File: config.mk
export PLATFORM = sky130hd
export DESIGN_NAME = dpram_key_ctrl
export DESIGN_NICKNAME = d
export VERILOG_FILES = /design/src/rtl/dpram_key_ctrl_pkg.sv /design/src/rtl/long_press_det.sv /design/src/rtl/dpram_key_ctrl.sv
export SDC_FILE = /design/constraint.sdc
export NUM_CORES = 1
export LEC_CHECK = 0
export CORE_ASPECT_RATIO = 1.75
export CORE_MARGIN = 2
export CORE_UTILIZATION = 50
export CTS_CLUSTER_DIAMETER = 200
export DETAILED_ROUTE_END_ITERATION = 16
export PLACE_DENSITY = 0.88
export SLEW_MARGIN = 10
export SYNTH_ARGS = -nofsm -noshare
export SYNTH_HDL_FRONTEND = slang
export SYNTH_SLANG_ARGS = --single-unit
File: constraint.sdc
create_clock -name clk -period 4.9 [get_ports clk]
set_input_delay 0.735 -clock clk [delete_from_list [all_inputs] [get_ports clk]]
set_output_delay 0.735 -clock clk [all_outputs]
set_load 0.03 [all_outputs]
File: src/rtl/dpram_key_ctrl_pkg.sv
// Shared types and constants for the dual-port RAM key sequencer.
package dpram_key_ctrl_pkg;

    typedef enum logic [3:0] {
        ST_IDLE  = 4'b0001,
        ST_WRITE = 4'b0010,
        ST_READ  = 4'b0100,
        ST_CLEAR = 4'b1000
    } state_e;

    localparam logic [7:0] DEF_PATTERN = 8'hA5;
    localparam int         LP_CNT_W    = 26;

endpackage

File: src/rtl/long_press_det.sv
// Key hold counter; emits a single-cycle hit when the hold reaches LONG_CNT cycles.
module long_press_det #(
    parameter int             CNT_W    = 26,
    parameter logic [CNT_W-1:0] LONG_CNT = CNT_W'(49_999_999)
) (
    input  logic clk,
    input  logic rst,
    input  logic key_state,
    output logic hit
);

    logic [CNT_W-1:0] cnt_q, cnt_d;

    // Saturating at LONG_CNT keeps the equality below true for one cycle only.
    always_comb begin
        cnt_d = '0;
        if (key_state) cnt_d = (cnt_q == LONG_CNT) ? cnt_q : cnt_q + CNT_W'(1);
    end

    always_ff @(posedge clk or negedge rst) begin
        if (!rst) cnt_q <= '0;
        else      cnt_q <= cnt_d;
    end

    assign hit = key_state && (cnt_q == LONG_CNT - CNT_W'(1));

endmodule

File: src/rtl/dpram_key_ctrl.sv
// Key-driven write/read/clear sequencer for the dual-port RAM test design.
// Define DPRAM_KEY_CTRL_CHECK_EN to enable the read-data checker and err_cnt.
module dpram_key_ctrl
    import dpram_key_ctrl_pkg::*;
#(
    parameter int                ADDR_W    = 8,
    parameter int                DATA_W    = 8,
    parameter int                BURST_LEN = 4,
    parameter logic [DATA_W-1:0] PATTERN   = DATA_W'(DEF_PATTERN),
    parameter logic [LP_CNT_W-1:0] LONG_CNT = 26'd49_999_999
) (
    input  logic              clk,
    input  logic              rst,
    input  logic              key0_flag,
    input  logic              key0_state,
    input  logic              key1_flag,
    input  logic              key1_state,
    input  logic [DATA_W-1:0] rd_data,
    output logic              wren,
    output logic [ADDR_W-1:0] wr_addr,
    output logic [DATA_W-1:0] wr_data,
    output logic              rden,
    output logic [ADDR_W-1:0] rd_addr,
    output logic              rd_valid,
    output logic              busy,
    output logic [7:0]        err_cnt
);

    localparam int BEAT_W = (BURST_LEN < 2) ? 1 : $clog2(BURST_LEN);
    localparam logic [BEAT_W-1:0] LAST_BEAT = BEAT_W'(BURST_LEN - 1);

    function automatic logic [DATA_W-1:0] pat_of(input logic [ADDR_W-1:0] a);
        logic [ADDR_W+7:0] ext;
        ext = {8'd0, a};
        return ext[DATA_W-1:0] ^ PATTERN;
    endfunction

    state_e            state_q, state_d;
    logic [ADDR_W-1:0] wp_q, wp_d, rp_q, rp_d;
    logic [BEAT_W-1:0] beat_q, beat_d;
    logic              pend_w_q, pend_w_d, pend_r_q, pend_r_d, pend_c_q, pend_c_d;
    logic              rd_valid_q;
    logic              lp_hit;

    long_press_det #(.CNT_W(LP_CNT_W), .LONG_CNT(LONG_CNT)) u_lp (
        .clk      (clk),
        .rst      (rst),
        .key_state(key1_state),
        .hit      (lp_hit)
    );

    always_comb begin
        state_d  = state_q;
        wp_d     = wp_q;
        rp_d     = rp_q;
        beat_d   = beat_q;
        pend_w_d = pend_w_q | key0_flag;
        pend_r_d = pend_r_q | key1_flag;
        pend_c_d = pend_c_q | lp_hit;
        unique case (state_q)
            ST_IDLE: begin
                beat_d = '0;
                if (pend_c_q) begin
                    state_d  = ST_CLEAR;
                    pend_c_d = 1'b0;
                end else if (pend_w_q) begin
                    state_d  = ST_WRITE;
                    pend_w_d = 1'b0;
                end else if (pend_r_q) begin
                    state_d  = ST_READ;
                    pend_r_d = 1'b0;
                end
            end
            ST_WRITE: begin
                wp_d   = wp_q + ADDR_W'(1);
                beat_d = beat_q + BEAT_W'(1);
                if (beat_q == LAST_BEAT) state_d = ST_IDLE;
            end
            ST_READ: begin
                rp_d   = rp_q + ADDR_W'(1);
                beat_d = beat_q + BEAT_W'(1);
                if (beat_q == LAST_BEAT) state_d = ST_IDLE;
            end
            ST_CLEAR: begin
                // Drop queued bursts but keep a flag that lands in this very cycle.
                wp_d     = '0;
                rp_d     = '0;
                pend_w_d = key0_flag;
                pend_r_d = key1_flag;
                state_d  = ST_IDLE;
            end
            default: state_d = ST_IDLE;
        endcase
    end

    always_ff @(posedge clk or negedge rst) begin
        if (!rst) begin
            state_q    <= ST_IDLE;
            wp_q       <= '0;
            rp_q       <= '0;
            beat_q     <= '0;
            pend_w_q   <= 1'b0;
            pend_r_q   <= 1'b0;
            pend_c_q   <= 1'b0;
            rd_valid_q <= 1'b0;
        end else begin
            state_q    <= state_d;
            wp_q       <= wp_d;
            rp_q       <= rp_d;
            beat_q     <= beat_d;
            pend_w_q   <= pend_w_d;
            pend_r_q   <= pend_r_d;
            pend_c_q   <= pend_c_d;
            rd_valid_q <= rden;
        end
    end

    // Address/data are gated so the ports read as zero outside a burst.
    assign wren     = (state_q == ST_WRITE);
    assign rden     = (state_q == ST_READ);
    assign busy     = (state_q != ST_IDLE);
    assign wr_addr  = wren ? wp_q : '0;
    assign wr_data  = wren ? pat_of(wp_q) : '0;
    assign rd_addr  = rden ? rp_q : '0;
    assign rd_valid = rd_valid_q;

`ifdef DPRAM_KEY_CTRL_CHECK_EN
    logic [ADDR_W-1:0] rd_addr_d1_q;
    logic [7:0]        err_cnt_q, err_cnt_d;

    always_comb begin
        err_cnt_d = err_cnt_q;
        if (rd_valid_q && (rd_data != pat_of(rd_addr_d1_q)) && (err_cnt_q != 8'hFF))
            err_cnt_d = err_cnt_q + 8'd1;
    end

    always_ff @(posedge clk or negedge rst) begin
        if (!rst) begin
            rd_addr_d1_q <= '0;
            err_cnt_q    <= '0;
        end else begin
            rd_addr_d1_q <= rd_addr;
            err_cnt_q    <= err_cnt_d;
        end
    end

    assign err_cnt = err_cnt_q;

    logic unused_ok;
    assign unused_ok = key0_state;
`else
    assign err_cnt = 8'd0;

    logic unused_ok;
    assign unused_ok = key0_state ^ (^rd_data);
`endif

endmodule

Word-level counts from Yosys, hierarchy flattened
Cells that the tools add are included.
W data, S select, Z words.
{ "word_totals": {"ff_bits": 52, "input_bits": 14, "output_inout_bits": 36} }
{ "classes": {"n_addsub": 4, "eq_ne": 11, "muxes": 22, "bitwise_logic": 4, "reduce_logical": 6} }
{ "op_table": {"columns": ["operator", "count"], "rows": [
  ["$eq A26 B26 Y1 const B", 2],
  ["$mux W26", 2],
  ["$pmux W8 S2", 2],
  ["$add A26 B1 Y26 const B", 1],
  ["$mux W8", 3],
  ["$add A8 B1 Y8 const B", 2],
  ["$mux W4", 4],
  ["$pmux W4 S2", 1],
  ["$mux W1", 7],
  ["$reduce_bool A2 Y1", 3],
  ["$eq A4 B1 Y1 const B", 1],
  ["$eq A4 B2 Y1 const B", 1],
  ["$eq A4 B3 Y1 const B", 1],
  ["$eq A4 B4 Y1 const B", 1],
  ["$ne A4 B1 Y1 const B", 1],
  ["$ne A4 B4 Y1 const B", 1],
  ["$not A4 Y4", 1],
  ["$pmux W1 S2", 2],
  ["$pmux W2 S2", 1],
  ["$or A1 B1 Y1", 3],
  ["$add A2 B1 Y2 const B", 1],
  ["$eq A2 B2 Y1 const B", 1],
  ["$ne A2 B1 Y1 const B", 1],
  ["$ne A2 B2 Y1 const B", 1],
  ["3 further kinds", 3]
]} }

Depth between registers and ports, before layout
{ "depth": {"depth_word": 5, "depth_mapped": 6, "depth_no_buf": 5} }

By module
A second synthesis with hierarchy kept.
{ "unflattened": {"cells_unflattened": 316, "area_unflattened_um2": 2972.9} }
{ "by_module_without_submodules": {"columns": ["mod", "instances", "cells_each", "area_each_um2", "seq_area_each_um2"], "rows": [
  ["long_press_det", 1, 160, 1521.5, 650.6],
  ["dpram_key_ctrl", 1, 156, 1451.4, 651.9]
]} }

Worst setup path before layout
Ideal clock, no wire load.
{ "synth_timing": {"path_kind": "register to output", "start": "reg state_q[2]", "end": "out wr_data[3]", "t_arrival_ns": 2.042, "required_time_ns": 4.165, "setup_slack_ns": 2.123, "stages_incl_launch_ff": 7, "n_path_buf": 3, "cell_sequence": "dfrtp_1 > or4b_1 > buf_2 > inv_1 > buf_2 > and2_1 > buf_4"} }
{ "synth_via": {"elab_chain_cells": 2} }
{ "synth_lines": {"columns": ["element", "line_no", "source"], "rows": [
  ["start: declaration", "dpram_key_ctrl.sv:38", "state_e state_q, state_d;"],
  ["start signal: assignment", "dpram_key_ctrl.sv:107", "state_q <= state_d;"],
  ["$eq A4 B2 Y1", "dpram_key_ctrl.sv:119", "assign wren = (state_q == ST_WRITE);"],
  ["net wren", "dpram_key_ctrl.sv:19", "output logic wren,"],
  ["$mux W8", "dpram_key_ctrl.sv:123", "assign wr_data = wren ? pat_of(wp_q) : '0;"],
  ["end: declaration", "dpram_key_ctrl.sv:21", "output logic [DATA_W-1:0] wr_data,"]
]} }
The timed path passes the listed nets, and every way through them passes these cells.

Final worst setup path
{ "layout_timing": {"start": "reg state_q[2]", "end": "out wr_data[1]"} }
{ "layout_via": {"elab_chain_cells": 2} }
{ "layout_lines": {"columns": ["element", "line_no"], "rows": [
  ["$eq A4 B2 Y1", "dpram_key_ctrl.sv:119"],
  ["$mux W8", "dpram_key_ctrl.sv:123"]
]} }
Every way passes these cells.

==> impl_metrics.yaml <==
global_route:
  grt.total_usage_pct: 20.6
  grt_pass1_wl_um: 10300
  grt-ovfl-total: 0
  grt_max_degree: 53
  grt_pass1_vias: 2371
  gr-usage-met2_pct: 36.0
  antenna_found_initial: 0
  met3_usage_pct: 4.46
  top_usage_layer: "met2"
  grtUsageMet1_pct: 21.8
timing:
  hold_viol_final: 0
  hold_slack_ns: 0.474
  setup_viol: 0
  rsz0062_at_grt: "no"
  timing.final.crit_share_pct: 72.0
  maxSlewHeadroom_pct: 56.5
  layout_min_cycle_time_ns: 3.53
  layout_setup_ws_ns: 1.37
  maxSlewViolCount: 0
  fin_setup_tns_ns: 0
  worst_pin_slew_ns: 0.652
  max_freq_mhz: 284
  clock_skew_ns: 0.0119
drt:
  routed_wl_um: 6010
  drtIter0Drc: 148
  vias: 2364
  drt_first_pass_iters: 4
  post-route-drc-count: 0
  ant_nets: 0
  wl_per_cell_um: 14.6
  via_per_inst: 5.72
power:
  p_per_area_nw_per_um2: 352
  p_leak_uw: 0.00142
  peakVddDrop_uv: 181
critical_path:
  rr_startpoint: "state_q[2]"
  end_kind: "output pin"
  worstSetupStartpointType: "flip-flop"
  cp.required_ns: 4.16
  crit_path_max_fanout: 16
  worstSetupPathType: "reg -> out"
  cp.arrival_ns: 2.79
  startpoint: "state_q[2]"
logic_synthesis:
  ys_ff_latch: 52
  async_reset_ff_share_pct: 100
  synthFlopType: "dfrtp_1"
  ys_seq_area_share_pct: 44.8
  synthDistinctLibCells: 46
  synth.cell_area_um2: 2910
  yosys_warnings: 0
  synthCells: 315
  synth.avg_cell_area_um2: 9.23
  synth_edf_count: 0
layout:
  final_nets: 356
  final_common_cell: "dfrtp_1"
  syn_to_final_growth_pct: 13.6
  antenna_cells: 0
  final_util_pct: 59.1
  final_cell_mix: "dfrtp_1, clkdlybuf4s50_1, nor2_1"
  drive_above_1_share_pct: 5.34
cts:
  cts_root_buf: "clkbuf_8"
  cts_resized: 0
  htreeDepth: 2
  clockBufferDepth: 2
  cts_tree: "done"
  numCtsBuffers: 5
  path_clk_slew_ns: 0.10
  cts_setup_buffers: 0
  numClockSinks: 52
  clock_latency_ns: 0.32
  hold_buffers: 0
die:
  initial_core_util_pct: 52.0
  die_height_um: 105
  rows: 36
  pin_count: 50
  fp.dieW_um: 61.6
  fp.dieArea_um2: 6460
  coreArea_um2: 5590
placed_design:
  pre_cts_slack_ns: 1.73
  gp_congestion: 0.843
  io_buffer_count: 32
  dp_hpwl_um: 4350
status:
  outcome: "complete, no violations"
min_path:
  hold_class: "reg -> reg"
  min_from: "rp_q[7]"
flow_run:
  drv_cap: 0
==> cell families (layout without fill, tap and decap cells) <==
kind of cell | count (synthesis) | count (layout) | share of synthesized area [%]
buffers and inverters | 35 | 50 | 6.67
other | 1 | 8 | 0.129
muxes | 7 | 7 | 2.41
AOI/OAI and AO/OA | 54 | 54 | 11.0
DFF | 52 | 52 | 44.8
adders and majority gates | 6 | 6 | 2.58
and+or+nand+nor | 148 | 148 | 28.8
xor gates and xnor gates | 12 | 12 | 3.62
==> critical path: stages, from the launching register on <==
cell	delay, ns
dfrtp_1	0.44
or4b_1	0.72
inv_1	0.42
and2_1	0.22
clkdlybuf4s50_1	0.68
==> Yosys cell counts (2+ instances only) <==
| cell | number | share of area, % |
|---|---|---|
| or4_1 | 5 | 1.3 |
| or4b_1 | 2 | 0.69 |
| dfrtp_1 | 51 | 44 |
| or3_1 | 7 | 1.5 |
| and4_1 | 6 | 1.8 |
| o31ai_1 | 5 | 1.3 |
| nor2_1 | 27 | 3.5 |
| nand2b_1 | 5 | 1.1 |
| xnor2_1 | 4 | 1.2 |
| a31oi_1 | 4 | 0.86 |
| and3_1 | 9 | 1.9 |
| mux2i_1 | 7 | 2.4 |
| buf_2 | 8 | 1.4 |
| nand3_1 | 17 | 2.9 |
| o21ai_0 | 14 | 2.4 |
| nor4b_1 | 2 | 0.60 |
| nand4_1 | 10 | 2.2 |
| nand2_1 | 24 | 3.1 |
| o21a_1 | 2 | 0.52 |
| xor2_1 | 8 | 2.4 |
| or4b_2 | 2 | 0.69 |
| and2_1 | 17 | 3.7 |
| buf_4 | 12 | 3.1 |
| a21oi_1 | 22 | 3.8 |
| nor4_1 | 2 | 0.43 |
| inv_1 | 7 | 0.90 |
| nor3_1 | 7 | 1.2 |
| clkbuf_1 | 6 | 0.77 |
| ha_1 | 6 | 2.6 |
==> metrics by stage <==
stage	instance area [um^2]	total power, uW	cells
after CTS	3300	1170	413
after global placement	3190	854	405
after floorplan	2930	775	322
after detailed placement	3190	874	405
after global routing	3300	1230	413
final	3300	1160	413
==> per-layer routing <==
layer	up-vias	part of all wire (%)	wire, um
li1	1142	-	-
met1	1153	38	2310
met2	59	56	3360
met3	10	3.4	203
met4	0	2.3	141
met5	-	0	0
==> area by class of cell <==
class / count / area [um^2]
tap: 76 / 95.1
sequential: 52 / 1300
clock inverter: 2 / 35.0
fill: 498 / 2280
clock buffer: 6 / 72.6
inverter: 8 / 30.0
multi-input combinational: 235 / 1440
timing repair buffer: 34 / 330
==> sequential cells by signal, indices dropped and copies added (netlist names) <==
register    count
pend_c_q        1
pend_w_q        1
rd_valid        1
pend_r_q        1
u_lp.cnt_q     26
beat_q          2
state_q         4
rp_q            8
wp_q            8
==> final timing paths <==
kind                                  endpoint  slack, ns  cells past startpoint
worst min-delay path                   rp_q[7]       0.47                      1
worst min register to register         rp_q[7]       0.47                      1
worst max register to register         wp_q[7]       2.79                      5
min in group asynchronous              rp_q[2]       0.52                      2
max in group asynchronous       u_lp.cnt_q[23]       3.93                      2
worst max-delay path                wr_data[1]       1.37                      4
==> where the power goes <==
part,internal (uW),switching (uW),total [uW]
clock,152,145,296
sequential,487,60.9,548
combinational,121,195,316
No activity file was read; power rests on OpenSTA's default activity.
